==> config.mk <==
export PLATFORM = sky130hd
export DESIGN_NAME = fwd_hazard_ctrl
export DESIGN_NICKNAME = d
export VERILOG_FILES = /design/src/rtl/fwd_hazard_ctrl.sv
export SDC_FILE = /design/constraint.sdc
export NUM_CORES = 1
export LEC_CHECK = 0
export CORE_AREA = 2 2 104 106
export CTS_BUF_LIST = sky130_fd_sc_hd__clkbuf_8
export DETAILED_ROUTE_END_ITERATION = 10
export DIE_AREA = 0 0 106 108
export PLACE_DENSITY = 0.88
export SYNTH_ARGS = -nofsm -noshare
export SYNTH_HDL_FRONTEND = slang
export SYNTH_SLANG_ARGS = --single-unit
==> constraint.sdc <==
create_clock -name CLK -period 7.7 [get_ports CLK]
set_input_delay 1.155 -clock CLK [delete_from_list [all_inputs] [get_ports CLK]]
set_output_delay 1.155 -clock CLK [all_outputs]
set_load 0.005 [all_outputs]
==> src/rtl/fwd_hazard_ctrl.sv <==
// Forwarding and hazard controller: a shift-register scoreboard of in-flight
// destination tags drives per-source forward selects, forwarded operands,
// the load-use stall and the stall-cycle counter.
module fwd_hazard_ctrl #(
  parameter int unsigned DATA_W     = 32,
  parameter int unsigned REG_AW     = 5,
  parameter int unsigned NSRC       = 2,
  parameter int unsigned DEPTH      = 3,
  parameter int unsigned LOAD_STAGE = 2,
  parameter int unsigned CNT_W      = 16
) (
  input  logic                                   CLK,
  input  logic                                   RST,
  input  logic                                   hold,
  input  logic                                   flush,
  input  logic                                   issue_valid,
  input  logic                                   issue_wen,
  input  logic [REG_AW-1:0]                      issue_wsel,
  input  logic                                   issue_load,
  input  logic [NSRC*REG_AW-1:0]                 src_sel,
  input  logic [NSRC*DATA_W-1:0]                 rf_data,
  input  logic [DEPTH*DATA_W-1:0]                stage_data,
  output logic [NSRC*DATA_W-1:0]                 opnd,
  output logic [NSRC*$clog2(DEPTH+1)-1:0]        fwd_sel,
  output logic                                   stall,
  output logic [CNT_W-1:0]                       stall_cnt
);

  localparam int unsigned SEL_W = $clog2(DEPTH + 1);
  // Load data never becomes available beyond the last tracked entry; with
  // DEPTH=1 a load therefore never forwards and stalls until it retires.
  localparam int unsigned LS_EFF = (LOAD_STAGE >= DEPTH) ? DEPTH : LOAD_STAGE;

  typedef struct packed {
    logic              vld;
    logic              wen;
    logic [REG_AW-1:0] wsel;
    logic              load;
  } sb_entry_t;

  sb_entry_t          sb_q [DEPTH];
  sb_entry_t          sb_d [DEPTH];
  logic [CNT_W-1:0]   stall_cnt_q;
  logic [CNT_W-1:0]   stall_cnt_d;

  logic               stall_raw;
  logic               hit;
  logic               unready;
  logic [SEL_W-1:0]   sel;
  logic [REG_AW-1:0]  src;

  // Per-source resolution: the youngest matching entry decides both the
  // forward path and whether the source has to wait for load data.
  always_comb begin
    fwd_sel   = '0;
    opnd      = rf_data;
    stall_raw = 1'b0;
    hit       = 1'b0;
    unready   = 1'b0;
    sel       = '0;
    src       = '0;
    for (int unsigned k = 0; k < NSRC; k++) begin
      src     = src_sel[k*REG_AW +: REG_AW];
      hit     = 1'b0;
      unready = 1'b0;
      sel     = '0;
      for (int unsigned i = 0; i < DEPTH; i++) begin
        if (!hit && sb_q[i].vld && sb_q[i].wen &&
            (sb_q[i].wsel == src) && (src != '0)) begin
          hit     = 1'b1;
          sel     = SEL_W'(i + 1);
          unready = sb_q[i].load && (i < LS_EFF);
          opnd[k*DATA_W +: DATA_W] = stage_data[i*DATA_W +: DATA_W];
        end
      end
      fwd_sel[k*SEL_W +: SEL_W] = sel;
      stall_raw = stall_raw | (hit & unready);
    end
  end

  assign stall     = stall_raw & ~flush;
  assign stall_cnt = stall_cnt_q;

  // Scoreboard advance: freeze on hold, otherwise shift with either the
  // issuing instruction or a bubble (flush / load-use stall) into entry 0.
  always_comb begin
    sb_d        = sb_q;
    stall_cnt_d = stall_cnt_q;
    if (!hold) begin
      for (int unsigned i = DEPTH - 1; i > 0; i--) begin
        sb_d[i] = sb_q[i-1];
      end
      if (flush || stall_raw) begin
        sb_d[0] = '0;
      end else begin
        sb_d[0] = {issue_valid, issue_wen, issue_wsel, issue_load};
      end
      if (!flush && stall_raw && (stall_cnt_q != '1)) begin
        stall_cnt_d = stall_cnt_q + CNT_W'(1);
      end
    end
  end

  // State registers with synchronous reset.
  always_ff @(posedge CLK) begin
    if (RST) begin
      for (int unsigned i = 0; i < DEPTH; i++) begin
        sb_q[i] <= '0;
      end
      stall_cnt_q <= '0;
    end else begin
      sb_q        <= sb_d;
      stall_cnt_q <= stall_cnt_d;
    end
  end

endmodule

==> flow_summary.json <==
{
  "result_of_the_run": "finished clean",
  "cts_buffers": 5,
  "setup_repair_after_global_routing_missed_its_margin": "false",
  "syn_inst": 605,
  "synth_seq_area_share_pct": 18.9,
  "vias_per_cell": 5.51,
  "worst_ir_drop_vdd_mv": 0.0997,
  "final.setup.worst_slack_ns": 2.08,
  "asyncSetResetFlopFracSynth_pct": 0,
  "post_route_setup_tns_ns": 0,
  "worst_hold_path_type": "reg -> reg",
  "p_switching_uw": 148,
  "core_area_sq_um": 10200,
  "critical_path.startpoint_type": "input port",
  "vias_in_the_first_global_route": 5074,
  "route.detailed.wl_per_inst_microns": 17.6,
  "critical_path.endpoint_type": "primary output",
  "maxSlewViolCount": 0,
  "cp.required_ns": 6.55,
  "drt-total-wl_microns": 17300,
  "skew_ns": 0.0125,
  "placement.setup.worst_slack_ns": 2.08,
  "synthesis.area_sq_um": 4130,
  "drive_gt1_share_pct": 4.76,
  "power.switching_fraction_pct": 25.2,
  "crit_fanout": 65,
  "clock_transition_time_at_the_flip_flop_clock_pins_of_the_worst_setup_and_hold_paths_ns": 0.09,
  "cell_internal_pwr_uw": 439,
  "setup_fix_bufs_post_cts": 0,
  "fin_crit_sh_pct": 72.9,
  "power.share.sequential_pct": 35.4,
  "die-area_sq_um": 11400,
  "grt_max_degree": 68,
  "clock_tree.buffer_depth": 2,
  "via_count": 5391,
  "layout.area.seq_sq_um": 781,
  "layout.core_utilization_pct": 68.1,
  "synth_common_cells": "sky130_fd_sc_hd__nor2_1 (90), sky130_fd_sc_hd__nand2_1 (81), sky130_fd_sc_hd__mux2i_1 (80), sky130_fd_sc_hd__a21oi_1 (74), sky130_fd_sc_hd__o21ai_0 (63)",
  "totalPowerFinal_uw": 588,
  "ys_top_cells_by_area": "sky130_fd_sc_hd__mux2i_1 (19%), sky130_fd_sc_hd__dfxtp_1 (19%), sky130_fd_sc_hd__a21oi_1 (9.0%)",
  "total_leakage_power_uw": 0.00232,
  "portbufs": 266,
  "synthDominantAreaCellType": "sky130_fd_sc_hd__mux2i_1",
  "pre_antenna_drt_iters": 6,
  "dp_hpwl_microns": 13300,
  "power.clock.fraction_pct": 29.0,
  "fp.dieW_microns": 106,
  "arrival_ns": 4.46,
  "power-per-cell-area_nw_per_um2": 84.3,
  "cts-hold-fix-buffers": 0,
  "netlist-cell-type-count": 52,
  "ys_ff_latch": 39,
  "antenna_found_initial": 2,
  "worst_setup_path_type": "in -> out",
  "htree_num_levels": 2,
  "synth_largest_type_area_fraction_pct": 19.4,
  "synth_most_common_cell": "sky130_fd_sc_hd__nor2_1",
  "core.rowCount": 37,
  "highest_clock_rate_mhz": 178,
  "finalHoldViolations": 0,
  "worst_skew_pair.late_latency_ns": 0.30,
  "tightestPinTransition_ns": 0.720,
  "post-route-drc-count": 0,
  "tritoncts_clock_tree": "done",
  "first_pass_grt_wire_length_microns": 26200,
  "ys.flop_type": "sky130_fd_sc_hd__dfxtp_1",
  "r2r_setup_slack_ns": 4.59,
  "area_growth_pct": 68.8,
  "numClockSinks": 39,
  "synth_enable_flop_cells": 0,
  "setup-violations-final": 0,
  "slew_headroom_pct": 52.0,
  "yosys_warnings": 0,
  "grt_remaining_overflow": 0,
  "fillCellCount": 850,
  "cts_resized": 0,
  "finish.net_count": 1023,
  "antenna_left": 0,
  "final_period_minus_worst_setup_slack_ns": 5.62,
  "initial_utilization_pct": 40.4,
  "postSynthNetCount": 788,
  "gr-usage-all-layers_pct": 28.2,
  "syn_avg_cell_area_sq_um": 6.82,
  "die-height_microns": 108,
  "cts_root_buffer": "sky130_fd_sc_hd__clkbuf_8",
  "max_cap_violations": 0,
  "multi_input_comb_area_sq_um": 3170,
  "gpl.final_weighted_congestion": 0.936,
  "comb_power_share_pct": 35.5,
  "drt_iter0_markers": 373,
  "ioPinCount": 267
}
## per-layer routing
layer	part of all wire [%]	routed length (microns)	track usage, %
met1	40	6830	33.2
met2	50	8650	50.8
met3	6.8	1170	5.91
met4	3.4	591	10.2
met5	0.093	16	0
## placed cells by master, fill, tap and decap left out, types with 2 or more instances in the layout
cell type,n
sky130_fd_sc_hd__clkdlybuf4s50_1,266
sky130_fd_sc_hd__nor2_1,90
sky130_fd_sc_hd__nand2_1,81
sky130_fd_sc_hd__mux2i_1,80
sky130_fd_sc_hd__a21oi_1,74
sky130_fd_sc_hd__o21ai_0,63
sky130_fd_sc_hd__dfxtp_1,39
sky130_fd_sc_hd__xnor2_1,25
sky130_fd_sc_hd__nand4_1,8
sky130_fd_sc_hd__or4_1,8
sky130_fd_sc_hd__or3b_2,8
sky130_fd_sc_hd__o22ai_1,8
sky130_fd_sc_hd__buf_4,8
sky130_fd_sc_hd__xor2_1,7
sky130_fd_sc_hd__o21ai_1,7
sky130_fd_sc_hd__o31ai_1,6
sky130_fd_sc_hd__nand3_1,5
sky130_fd_sc_hd__nand2b_1,5
sky130_fd_sc_hd__clkbuf_8,5
sky130_fd_sc_hd__inv_1,4
sky130_fd_sc_hd__nor3_1,3
sky130_fd_sc_hd__or4_4,2
sky130_fd_sc_hd__nor4_2,2
sky130_fd_sc_hd__nor4_4,2
sky130_fd_sc_hd__nor3_2,2
sky130_fd_sc_hd__a21o_1,2
sky130_fd_sc_hd__and4_1,2
sky130_fd_sc_hd__and2_1,2
sky130_fd_sc_hd__a31o_2,2
sky130_fd_sc_hd__nor2b_1,2
## layout make-up
| cell class | instances | share of cell area [%] |
|---|---|---|
| Antenna cell | 1 | 0.0359 |
| Tap cell | 136 | 2.44 |
| Clock inverter | 3 | 0.628 |
| Timing Repair Buffer | 274 | 39.1 |
| Clock buffer | 5 | 0.987 |
| Sequential cell | 39 | 11.2 |
| Inverter | 4 | 0.215 |
| Multi-Input combinational cell | 516 | 45.4 |
## power groups by stage
stage,Sequential [uW],Combinational (uW),Clock (uW)
3_5_place_dp,213,207,0
4_1_cts,208,208,173
2_1_floorplan,212,57.9,0
3_3_place_gp,213,202,0
5_1_grt,209,224,180
6_report,208,209,171
## worst paths after layout
path	from	cells past startpoint	to
worst max-delay path	src_sel[8]	10	opnd[48]
worst min-delay path	stall_cnt[13]$_SDFFE_PP0P_	2	stall_cnt[13]$_SDFFE_PP0P_
worst max register to register	sb_q[19]$_SDFFE_PP0N_	8	stall_cnt[6]$_SDFFE_PP0P_
worst min register to register	stall_cnt[13]$_SDFFE_PP0P_	2	stall_cnt[13]$_SDFFE_PP0P_
## state kept, by name, summed over array words and instances (netlist names)
signal     count
stall_cnt     16
sb_q          23
## worst max-delay path, stage by stage
cell and delay [ns]:
sky130_fd_sc_hd__clkdlybuf4s50_1 0.54, sky130_fd_sc_hd__or4_1 0.53, sky130_fd_sc_hd__nor2_2 0.23, sky130_fd_sc_hd__nor4_2 0.07
sky130_fd_sc_hd__buf_4 0.32, sky130_fd_sc_hd__nor3_2 0.25, sky130_fd_sc_hd__buf_4 0.50, sky130_fd_sc_hd__nand2_1 0.10
sky130_fd_sc_hd__o21ai_0 0.15, sky130_fd_sc_hd__clkdlybuf4s50_1 0.56
## per-stage QoR
| step | area, sq um | hold WS, ns | std cells |
|---|---|---|---|
| after floorplan | 4130 | 0.464 | 605 |
| after global placement | 6860 | 0.477 | 969 |
| after detailed placement | 6860 | 0.490 | 969 |
| after CTS | 6970 | 0.498 | 977 |
| after global routing | 6970 | 0.539 | 978 |
| final | 6970 | 0.498 | 978 |
## logic make-up (layout without fill, tap and decap cells)
logic type / count (synthesis) / in the layout / share of synthesized area (%)
AND/OR/NAND/NOR: 231 / 231 / 26.3
AO/OA/AOI/OAI: 170 / 170 / 22.6
multiplexers: 82 / 82 / 19.9
buffers and inverters: 50 / 286 / 5.15
flip-flops: 39 / 39 / 18.9
XOR/XNOR: 32 / 32 / 6.79
adder cells (fa/ha/maj): 1 / 1 / 0.303
other: 0 / 1 / 0
Note: power is estimated with default switching activity, not from simulation.
